--- src/rtl/fir_tap_window.sv ---
// Sample-stream front end for the 6-tap FIR: a 6-deep delay line whose taps are held
// stable for SETTLE cycles after every window update before tap_valid strobes.
module fir_tap_window #(
    parameter int DATA_W    = 16,
    parameter int SETTLE    = 2,
    parameter int ZERO_FILL = 0
) (
    input  logic              clk,
    input  logic              rst,
    input  logic              s_valid,
    output logic              s_ready,
    input  logic [DATA_W-1:0] s_data,
    input  logic              flush,
    output logic [DATA_W-1:0] tap_1,
    output logic [DATA_W-1:0] tap_2,
    output logic [DATA_W-1:0] tap_3,
    output logic [DATA_W-1:0] tap_4,
    output logic [DATA_W-1:0] tap_5,
    output logic [DATA_W-1:0] tap_6,
    output logic              tap_valid,
    output logic [15:0]       win_cnt,
    output logic              busy,
    output logic [1:0]        state_dbg
);

    // Handshake: a sample is taken at a rising edge when s_valid && s_ready.
    // s_ready is decoded from state, flush and rst only, so it never depends on s_valid.

    localparam logic [1:0] ST_FILL    = 2'd0;
    localparam logic [1:0] ST_SETTLE  = 2'd1;
    localparam logic [1:0] ST_PRESENT = 2'd2;
    localparam logic [1:0] ST_WAIT    = 2'd3;

    localparam logic [3:0] SETTLE_LOAD = (SETTLE > 0) ? 4'(SETTLE - 1) : 4'd0;
    // A completed window skips SETTLE entirely when no settle time is programmed.
    localparam logic [1:0] ST_AFTER_WIN = (SETTLE == 0) ? ST_PRESENT : ST_SETTLE;

    logic [1:0]        state;
    logic [1:0]        state_next;
    logic [3:0]        settle_cnt;
    logic [2:0]        fill;
    logic [2:0]        fill_next;
    logic [DATA_W-1:0] taps [6];
    logic              accept;

    assign s_ready   = !rst && !flush && (state != ST_SETTLE);
    assign accept    = s_valid && s_ready;
    assign tap_valid = (state == ST_PRESENT);
    assign busy      = (state == ST_SETTLE);
    assign state_dbg = state;
    assign fill_next = (fill == 3'd6) ? 3'd6 : fill + 3'd1;

    assign tap_1 = taps[0];
    assign tap_2 = taps[1];
    assign tap_3 = taps[2];
    assign tap_4 = taps[3];
    assign tap_5 = taps[4];
    assign tap_6 = taps[5];

    always_comb begin
        state_next = state;
        case (state)
            ST_FILL: begin
                if (accept && ((fill_next == 3'd6) || (ZERO_FILL != 0)))
                    state_next = ST_AFTER_WIN;
            end
            ST_SETTLE: begin
                if (settle_cnt == 4'd0)
                    state_next = ST_PRESENT;
            end
            default: begin
                state_next = accept ? ST_AFTER_WIN : ST_WAIT;
            end
        endcase
    end

    always_ff @(posedge clk) begin
        if (rst || flush) begin
            state      <= ST_FILL;
            settle_cnt <= 4'd0;
            fill       <= 3'd0;
            win_cnt    <= 16'd0;
            for (int k = 0; k < 6; k++)
                taps[k] <= '0;
        end else begin
            state <= state_next;
            if (accept) begin
                taps[0] <= s_data;
                for (int k = 1; k < 6; k++)
                    taps[k] <= taps[k-1];
                fill <= fill_next;
            end
            if ((state != ST_SETTLE) && (state_next == ST_SETTLE))
                settle_cnt <= SETTLE_LOAD;
            else if ((state == ST_SETTLE) && (settle_cnt != 4'd0))
                settle_cnt <= settle_cnt - 4'd1;
            if (state == ST_PRESENT)
                win_cnt <= win_cnt + 16'd1;
        end
    end

endmodule
--- config.mk ---
export PLATFORM = sky130hd
export DESIGN_NAME = fir_tap_window
export DESIGN_NICKNAME = d
export VERILOG_FILES = /design/src/rtl/fir_tap_window.sv
export SDC_FILE = /design/constraint.sdc
export NUM_CORES = 1
export LEC_CHECK = 0
export CORE_ASPECT_RATIO = 1.5
export CORE_MARGIN = 10
export CORE_UTILIZATION = 51
export CTS_BUF_LIST = sky130_fd_sc_hd__clkbuf_8 sky130_fd_sc_hd__clkbuf_16
export DETAILED_ROUTE_END_ITERATION = 8
export PLACE_DENSITY = 0.95
export SYNTH_ARGS = -nofsm -noshare
export SYNTH_HDL_FRONTEND = slang
export SYNTH_SLANG_ARGS = --single-unit
export TNS_END_PERCENT = 10
--- constraint.sdc ---
create_clock -name clk -period 6.3 [get_ports clk]
set_input_delay 1.26 -clock clk [delete_from_list [all_inputs] [get_ports clk]]
set_output_delay 1.26 -clock clk [all_outputs]
set_load 0.01 [all_outputs]
==> flow_metrics.env <==
export IMPL_numCtsBuffers=17
export IMPL_synth_edf_count=96
export IMPL_critical_path_required_ns=5.04
export IMPL_io_buffer_count=136
export IMPL_worstPathCellList="clkdlybuf4s50_1 > or2_2 > nor2_1 > clkdlybuf4s50_1"
export IMPL_setup_tns_ns=0
export IMPL_cp_max_fo=22
export IMPL_hold_violations=0
export IMPL_yosysWarnings=0
export IMPL_multi_input_area_sq_um=1315
export IMPL_synth_top_family_by_area="simple AND/OR/NAND/NOR gates"
export IMPL_die_height_um=138.6
export IMPL_place_ws_ns=1.990
export IMPL_hold_buffers=0
export IMPL_fmax_mhz=242.2
export IMPL_cts_root_buf="clkbuf_16"
export IMPL_placed_cell_area_sq_um=6232
export IMPL_r2r_start="state_dbg[1]"
export IMPL_clk_latency_ns=0.41
export IMPL_critPathArrivalTime_ns=2.87
export IMPL_die_x_um=99.06
export IMPL_wl_mm=10.87
export IMPL_grt_max_degree=103
export IMPL_r2r_end="taps[0][7]"
export IMPL_slowest_delay_ns=0.56
export IMPL_min_period_ns=4.129
export IMPL_grt_pass1_wl_mm=17.64
export IMPL_path_buf_inv=2
export IMPL_fillCellCount=531
export IMPL_grt_use_total=0.1630
export IMPL_cap_violations=0
export IMPL_layout_setup_ws_ns=2.171
export IMPL_ioPinCount=137
export IMPL_antenna_found_initial=0
export IMPL_gp_congestion=0.7791
export IMPL_holdCritPathClass="flip-flop to flip-flop"
export IMPL_antenna_cells=0
export IMPL_dp_hpwl_mm=7.476
export IMPL_htree_levels=4
export IMPL_r2r_slack_ns=3.32
export IMPL_timing_final_crit_share=0.6554
export IMPL_rsz0062_at_grt="false"
export IMPL_avgViaCountPerCell=5.105
export IMPL_route_detailed_drc=0
export IMPL_reg2reg_depth=5
export IMPL_grt_overflow_total=0
export IMPL_synthAdderAreaFrac=0.01047
export IMPL_clock_skew_ns=0.007008
export IMPL_synthMuxAreaShare=0.002094
export IMPL_slew_violations=0
export IMPL_cts_resized_gates=0
export IMPL_die_area_sq_um=13730
export IMPL_ant_nets=0
export IMPL_yosysSeqAreaShare=0.7077
export IMPL_syn_num_nets=364
export IMPL_cts_num_sinks=121
export IMPL_synth_ff_type="edfxtp_1"
export IMPL_hold_slack_ns=0.5302
export IMPL_cts_tree="yes"
export IMPL_cts_buffer_depth=2
export IMPL_synth_xor_area_frac=0.02382
export IMPL_ir_drop_v=0.0002686
export IMPL_area_delta_synth_final_pct=42.16
export IMPL_cp_startpoint="flush"
export IMPL_netlist_instances=340
export IMPL_crit_path_start_kind="primary input"
export IMPL_synth_compound_area_frac=0.02879
export IMPL_synth_cell_types=43
export IMPL_drt_pre_antenna_iters=4
export IMPL_critPathSlowestCell="clkdlybuf4s50_1"
export IMPL_avgSynthCellArea_sq_um=14.06
export IMPL_path_delay_family="buffers and inverters"
export IMPL_worst_pin_slew_ns=1.148
export IMPL_leakagePower_nw=2.635
export IMPL_async_flop_share=0
export IMPL_crit_path_end="s_ready"
export IMPL_grt_pass1_vias=3315
export IMPL_crit_path_end_kind="primary output"
export IMPL_drive_above_1_share=0.07273
export IMPL_start_util=0.5197
export IMPL_outcome="finished, final reports clean"
export IMPL_fp_coreArea_sq_um=9200
export IMPL_crit_top_cell="clkdlybuf4s50_1"
export IMPL_num_nets_final=507
export IMPL_finalSetupViolCount=0
export IMPL_yosys_area_share_simple=0.2096
export IMPL_clkSlewWorstSetupHoldPaths_ns=0.05
export IMPL_drt_iter0_drc=185
export IMPL_slew_headroom=0.2347
export IMPL_synthesis_area_sq_um=4781
export IMPL_synth_seq_cells=121
export IMPL_cp_depth=4
export IMPL_seq_area_sq_um=3383
export IMPL_design_area_sq_um=6797
export IMPL_rows=43
export IMPL_vias=3099
export IMPL_routedWlPerCell_um=17.91
export IMPL_powerDensity_nw_per_um2=291.7
export IMPL_postCtsSetupBuffers=0
export IMPL_worst_setup_path_type="primary input to primary output"
-- how the worst min path moves through the flow --
stage                              from       endpoint  slack, ns  cells past startpoint
after detailed placement  settle_cnt[1]  settle_cnt[1]       0.53                      2
after global placement    settle_cnt[1]  settle_cnt[1]       0.50                      2
after CTS                 settle_cnt[1]  settle_cnt[1]       0.53                      2
final                     settle_cnt[1]  settle_cnt[1]       0.53                      2
after floorplan           settle_cnt[1]  settle_cnt[1]       0.49                      2
after global routing         taps[0][3]    taps[0][19]       0.57                      1
-- cells by family after synthesis --
kind of cell / Yosys count
adders and majority gates: 4
DFF: 121
xor gates and xnor gates: 13
AOI/OAI and AO/OA: 21
buffers and inverters: 19
and+or+nand+nor: 161
muxes: 1
-- routing by layer --
| metal | track usage | part of all wire | up-vias |
|---|---|---|---|
| met4 | 0.04845 | 0.011 | 0 |
| met2 | 0.2558 | 0.48 | 136 |
| met5 | 0 | 0 | - |
| met3 | 0.1416 | 0.16 | 14 |
| li1 | - | - | 1487 |
| met1 | 0.1525 | 0.35 | 1462 |
-- flip-flops by register name (all words and copies together) (netlist names) --
signal	flops
settle_cnt	4
state_dbg	2
taps	96
fill	3
win_cnt	16
-- power by group --
| part | total (W) | internal, W | leakage, nW | switching (W) |
|---|---|---|---|---|
| combinational | 0.000140 | 0.0000763 | 1.08 | 0.0000640 |
| sequential | 0.000920 | 0.000902 | 1.28 | 0.0000176 |
| clock | 0.000923 | 0.000605 | 0.279 | 0.000317 |
| total | 0.00198 | 0.00158 | 2.63 | 0.000399 |
-- final cells by class --
| class | instances | share of cell area |
|---|---|---|
| timing repair buffer | 137 | 0.2014 |
| clock inverter | 14 | 0.02043 |
| sequential | 121 | 0.4978 |
| inverter | 6 | 0.003682 |
| multi-input combinational | 200 | 0.1935 |
| clock buffer | 17 | 0.06259 |
| tap | 112 | 0.02062 |
-- tightest hold or removal path, stage by stage (launching register included) --
cell and delay (ns):
dfxtp_1 0.32, nor2_1 0.10, a211oi_1 0.06
-- cell usage after synthesis, types with 2 or more instances --
cell type,instances,area [sq um]
a21oi_1,8,40.04
and2_1,97,606.8
nand2_1,8,30.03
xnor2_1,8,70.07
dfxtp_1,25,500.5
edfxtp_1,96,2883
nor3b_1,2,15.01
nand4_1,2,12.51
nor4_4,2,42.54
ha_1,4,50.05
a41o_1,2,20.02
nor2b_1,2,12.51
nor3_1,5,25.02
nand4b_1,3,26.28
or2_2,2,12.51
o21ai_1,2,10.01
a31oi_1,2,12.51
clkbuf_1,2,7.510
xor2_1,5,43.79
and3_1,2,12.51
nor2_1,22,82.58
a211oi_1,2,15.01
nand3_1,4,20.02
clkbuf_2,8,40.04
buf_2,2,10.01
inv_1,6,22.52
-- per-stage QoR --
step,utilization,power (W),instances
after detailed placement,0.6774,0.001077,576
after global routing,0.7387,0.002051,607
after floorplan,-,0.0009795,340
after global placement,0.6774,0.001070,576
after CTS,0.7387,0.001997,607
final,0.7387,0.001982,607
-- cells in the final DEF (no fill, tap or decap), types with 5 or more instances in the layout --
cell type and n:
dfxtp_1 25, xor2_1 5, clkdlybuf4s50_1 136, and2_1 97
a21oi_1 8, nor3_1 5, xnor2_1 8, nor2_1 22
edfxtp_1 96, nand2_1 8, clkbuf_16 17, clkinv_1 6
inv_1 6
Power figures use the tool's default switching activity.
